File: src/rtl/sys_step_ctrl.sv
// Run/step/halt controller producing a one-cycle CPU clock enable, with optional
// pulse counter enabled by defining SYS_CYCLE_CNT_EN.
module sys_step_ctrl #(
    parameter int unsigned divisor = 1
) (
    input  logic        clk,
    input  logic        SYS_reset,
    input  logic        SYS_run,
    input  logic        SYS_step,
    input  logic        cpu_halt,
    output logic        cpu_en,
    output logic [1:0]  SYS_state,
    output logic [31:0] SYS_cycles
);

    localparam int unsigned DIV_W   = 32;
    localparam int unsigned CYC_W   = 32;
    // A divisor of 0 behaves like 1, so the terminal count is 0 in both cases.
    localparam logic [DIV_W-1:0] DIV_LAST = (divisor == 0) ? '0 : DIV_W'(divisor - 1);

    localparam logic [1:0] IDLE   = 2'b00;
    localparam logic [1:0] RUN    = 2'b01;
    localparam logic [1:0] STEP   = 2'b10;
    localparam logic [1:0] HALTED = 2'b11;

    logic [1:0]       state;
    logic [1:0]       state_nxt;
    logic             en_nxt;
    logic [DIV_W-1:0] div_cnt;
    logic [DIV_W-1:0] div_nxt;
    logic             step_q;
    logic             step_edge_c;
    logic             tick_c;

    assign step_edge_c = SYS_step & ~step_q;
    assign tick_c      = (div_cnt == DIV_LAST);
    assign SYS_state   = state;

    // State and enable registers; step_q resets high so a held step is not an edge.
    always_ff @(posedge clk) begin
        if (SYS_reset) begin
            state   <= IDLE;
            cpu_en  <= 1'b0;
            div_cnt <= '0;
            step_q  <= 1'b1;
        end else begin
            state   <= state_nxt;
            cpu_en  <= en_nxt;
            div_cnt <= div_nxt;
            step_q  <= SYS_step;
        end
    end

    // Next state, next enable and divider update.
    always_comb begin
        state_nxt = state;
        en_nxt    = 1'b0;
        div_nxt   = '0;
        case (state)
            IDLE: begin
                if (SYS_run) begin
                    state_nxt = RUN;
                end else if (step_edge_c) begin
                    state_nxt = STEP;
                end
            end
            RUN: begin
                if (cpu_halt) begin
                    state_nxt = HALTED;
                end else if (!SYS_run) begin
                    state_nxt = IDLE;
                end else begin
                    en_nxt  = tick_c;
                    div_nxt = tick_c ? '0 : div_cnt + DIV_W'(1);
                end
            end
            STEP: begin
                if (cpu_halt) begin
                    state_nxt = HALTED;
                end else begin
                    en_nxt    = 1'b1;
                    state_nxt = IDLE;
                end
            end
            default: begin
                state_nxt = HALTED;
            end
        endcase
    end

`ifdef SYS_CYCLE_CNT_EN
    logic [CYC_W-1:0] cycles_q;

    // Counts issued enable pulses; wraps naturally at the register width.
    always_ff @(posedge clk) begin
        if (SYS_reset) begin
            cycles_q <= '0;
        end else if (cpu_en) begin
            cycles_q <= cycles_q + CYC_W'(1);
        end
    end

    assign SYS_cycles = cycles_q;
`else
    assign SYS_cycles = CYC_W'(0);
`endif

endmodule

File: config.mk
export PLATFORM = sky130hd
export DESIGN_NAME = sys_step_ctrl
export DESIGN_NICKNAME = d
export VERILOG_FILES = /design/src/rtl/sys_step_ctrl.sv
export SDC_FILE = /design/constraint.sdc
export NUM_CORES = 1
export LEC_CHECK = 0
export ABC_AREA = 1
export CAP_MARGIN = 25
export CELL_PAD_IN_SITES_DETAIL_PLACEMENT = 1
export CELL_PAD_IN_SITES_GLOBAL_PLACEMENT = 2
export CORE_MARGIN = 2
export CORE_UTILIZATION = 28
export DETAILED_ROUTE_END_ITERATION = 7
export GPL_TIMING_DRIVEN = 1
export PLACE_DENSITY_LB_ADDON = 0.1
export SLEW_MARGIN = 20
export SYNTH_ARGS = -nofsm -noshare
export SYNTH_HDL_FRONTEND = slang
export SYNTH_SLANG_ARGS = --single-unit
File: constraint.sdc
create_clock -name clk -period 2.2 [get_ports clk]
set_clock_uncertainty 0.2 [all_clocks]
set_input_delay 0.44 -clock clk [delete_from_list [all_inputs] [get_ports clk]]
set_output_delay 0.44 -clock clk [all_outputs]
set_load 0.005 [all_outputs]
### Word-level counts from Yosys, hierarchy flattened

Cells that the tools add are included.

| word-level totals | value |
|---|---|
| register bits after elaboration | 36 |
| bits of input ports | 5 |
| output and inout bits | 35 |
| logic and storage cells | 27 |

| cells by class | value |
|---|---|
| $add $sub $neg | 1 |
| equality and inequality tests | 4 |
| multiplexer cells | 10 |
| bitwise gates (word level) | 4 |
| reductions and logical operators | 4 |

Operator list:

| cell | count |
|---|---|
| adder 32 x 1 -> 32 bit, second input constant | 1 |
| logical NOT 32 bit | 1 |
| 2-to-1 mux 2 bit | 5 |
| != test 3 bit, second input constant | 2 |
| one-hot mux 2 bit (3 select lines) | 1 |
| OR reduction 5 bit | 1 |
| 2-to-1 mux 1 bit | 3 |
| NOT 1 bit | 3 |
| == test 2 x 1 -> 1 bit, second input constant | 1 |
| == test 2 bit, second input constant | 1 |
| logical NOT 2 bit | 1 |
| one-hot mux 1 bit (2 select lines) | 1 |
| AND reduction 2 bit | 1 |
| bitwise AND 1 bit | 1 |

### Depth between registers and ports, before layout

| logic depth | value |
|---|---|
| depth after elaboration | 5 |
| mapped depth | 10 |
| depth with buffers taken out | 10 |

### Least setup slack after synthesis

OpenSTA, ideal clock, no wires.

| timing | value |
|---|---|
| kind | register -> register |
| from | register div_cnt[0] |
| to | register div_cnt[12] |
| setup time | 0.114 ns |
| data arrival time | 1.258 ns |
| setup slack | 0.628 ns |
| cell stages (with the launch flop) | 11 |
| path through | dfxtp_1 -> inv_1 -> ha_1 -> nand2_1 -> nor2_1 -> nand2_1 -> nor2_1 -> nand2_1 -> nand2_1 -> buf_4 -> nor2_1 |

| between the ends | value |
|---|---|
| longest elaborated chain between the ends | 2 |
| elaborated cells on any way between the ends | 3 |
| those cells by class | add/sub: 1; reduce/logical: 2 |

RTL lines:

| item | line | text |
|---|---|---|
| start, declared | 29 | `logic [DIV_W-1:0] div_cnt;` |
| start signal, assigned | 49 | `div_cnt <= div_nxt;` |
| branches (longest 2 deep; another with adder 32 x 1 -> 32 bit) | n/a |  |

Several ways; the timed one is not identified.
A chain may end at the register's enable or synchronous reset.

### Final worst setup path

| timing | value |
|---|---|
| from | register div_cnt[1] |
| to | register div_cnt[24] |

Same word-level chain as after synthesis.

==> reports/metrics.csv <==
stage,metric,value,unit
timing,slew_viol_final,0,
synth,yosys_warnings,0,
synth,synth_edf_count,0,
synth,synthTopCellsByArea,"dfxtp_1 (29%), nand2_1 (22%), buf_4 (10%)",
drt,drt_iter0_drc,61,
synth,ys_seq_elements,36,
critical_path,crit_buf_inv,3,
clock_tree,cts_made_buffers,5,
synth,syn_area,2500,um^2
finish,area_growth_syn_to_layout,7.15,%
synth,synth_ff_type,dfxtp_1,
place,place_congestion,0.774,
place,dp_slack,0.158,ns
critical_path,crit_path_end_kind,register,
synth,synth_sequential_area_ratio,0.288,
clock_tree,clock_sinks,36,
critical_path,worstPathCellList,"ha_1, nand3_2, inv_1, nand2_1, inv_1, nand2_1, nand2_1, nand2_1, nand2_1, inv_1",
power_and_ir_drop,p_sw,0.391,mW
clock_tree,insertion_delay,0.30,ns
critical_path,cp_data_arrival_time,1.89,ns
power_and_ir_drop,leakage,1.18,nW
min_path,min_path_type,reg2reg,
finish,drive_gt1_frac,0.0660,
critical_path,cp_max_fo,4,
power_and_ir_drop,power-per-cell-area,532,nW/um^2
power_and_ir_drop,intPower,1.03,mW
timing,setup-tns-final,0,ns
floorplan,die_h,98.6,um
finish,stdcell_count,532,
timing,rsz0062_at_grt,false,
drt,ant_nets,0,
finish,diodes,0,
critical_path,critical_path.max_stage_delay,0.40,ns
global_routing,grt_pass1_vias,2284,
drt,via_per_inst,4.22,
synth,syn_inst,412,
timing,finalCritPeriodShare,0.857,
synth,synth-async-reset-ratio,0,
drt,firstDrtPassIters,4,
floorplan,row_count,34,
power_and_ir_drop,comb_power_share,0.133,
critical_path,critPathRequiredTime,2.20,ns
floorplan,core,8680,um^2
floorplan,io_pins,40,
synth,yosysTopAreaCell,dfxtp_1,
timing,holdWs,0.276,ns
critical_path,crit_top_cell,nand2_1,
flow_run,drv_cap,0,
global_routing,grtUsageTotal,0.147,
global_routing,grt.overflow.total,0,
place,dp_hpwl,5530,um
timing,fin_crit,1.89,ns
drt,wl,6710,um
global_routing,grt_pass1_wl,11200,um
synth,synth.top_cells.by_count,"nand2_1 (147), nor2_1 (65), inv_1 (59)",
critical_path,worstSetupStartpointType,register,
status,status,"finished, final reports clean",
clock_tree,cts-root-buf,clkbuf_8,
finish,final_nets,435,
global_routing,grt_max_degree,21,
global_routing,antenna_found_initial,0,
clock_tree,clkTransAtPathRegs,0.08,ns
power_and_ir_drop,p_clk_frac,0.384,
clock_tree,cts_repair_resize_count,0,
power_and_ir_drop,seqPwrFrac,0.483,
clock_tree,cts_setup_buffers,0,
drt,wl_per_cell,12.6,um
timing,finalHoldViolations,0,
power_and_ir_drop,ir_drop,0.219,mV
timing,fmax,0.530,GHz
critical_path,critPathKind,reg2reg,
power_and_ir_drop,swShare,0.274,
place,io_buffer_count,7,
clock_tree,postCtsHoldBufs,0,
synth,yosys.cell_count.top_type,nand2_1,
floorplan,dieArea,9710,um^2
synth,syn_avg_cell_area,6.08,um^2
place,dp.cells,525,
synth,yosysTopAreaCellShare,0.288,
floorplan,start_util,0.288,
drt,route.detailed.drc,0,
drt,via_count,2244,
floorplan,die_x,98.6,um
clock_tree,cts_tree,done,
critical_path,critical-path-slowest-cell,dfxtp_1,
synth,synth.distinct_cells,24,
clock_tree,clock_path_buffers,2,
critical_path,cp_top_family,simple AND/OR/NAND/NOR gates,
clock_tree,htree_levels,2,
timing,setup_violations,0,
timing,final.setup.worst_slack,0.314,ns
final timing paths:
kind / to / slack (ns) / start / depth (start not counted)
max reg2reg: div_cnt[24] / 0.31 / div_cnt[1] / 10
min: div_cnt[0] / 0.28 / div_cnt[0] / 1
min reg2reg: div_cnt[0] / 0.28 / div_cnt[0] / 1
max: div_cnt[24] / 0.31 / div_cnt[1] / 10
kinds of logic (layout without fill, tap and decap cells):
family | count (synthesis) | count (layout) | synth area share
AND/OR/NAND/NOR | 248 | 248 | 0.418
other | 1 | 32 | 0.00150
AO/OA/AOI/OAI | 19 | 19 | 0.0415
flip-flops | 36 | 36 | 0.288
XOR/XNOR | 7 | 7 | 0.0245
adder cells (fa/ha/maj) | 6 | 6 | 0.0300
buffers and inverters | 95 | 76 | 0.196
metal layers:
layer  global-route usage  up-vias  wire [um]
met5                    0        -          0
met1                0.193     1012       3300
met3               0.0220        8        186
met4               0.0411        0         87
met2                0.250       35       3140
li1                     -     1189          -
stage by stage:
stage,power [mW],util,instance area [um^2]
after global placement,0.899,0.298,2590
after detailed placement,0.895,0.298,2590
after floorplan,0.859,-,2620
after CTS,1.46,0.309,2680
final,1.43,0.309,2680
after global routing,1.51,0.309,2680
power by group through the flow:
stage | logic [mW] | registers [mW] | clock network, mW
6_report | 0.190 | 0.688 | 0.548
2_1_floorplan | 0.157 | 0.703 | 0
5_1_grt | 0.217 | 0.693 | 0.601
3_5_place_dp | 0.192 | 0.703 | 0
3_3_place_gp | 0.194 | 0.704 | 0
4_1_cts | 0.194 | 0.689 | 0.575
registers in the layout, indices dropped and copies added, names as in the netlist:
signal     flops
div_cnt       32
SYS_state      2
cpu_en         1
step_q         1
cell type report:
type	count	area (um^2)
clock buffer	7	96.3
fill	1175	6000
inverter	60	225
multi-input combinational	312	1410
sequential	36	721
tap	108	135
timing repair buffer	9	97.6
worst register-to-register path: stages, from the launching register on:
cell	delay (ns)
dfxtp_1	0.40
ha_1	0.30
nand3_2	0.16
inv_1	0.16
nand2_1	0.15
inv_1	0.15
nand2_1	0.07
nand2_1	0.06
nand2_1	0.05
nand2_1	0.06
inv_1	0.03
layout by cell type, fill, tap and decap left out, types with 7 or more instances in the layout:
master / instances
nand3_1: 17
conb_1: 32
inv_1: 59
nand2_1: 147
a21oi_1: 12
clkdlybuf4s50_1: 7
dfxtp_1: 36
clkbuf_8: 7
nor2_1: 65
Power figures use the tool's default switching activity.
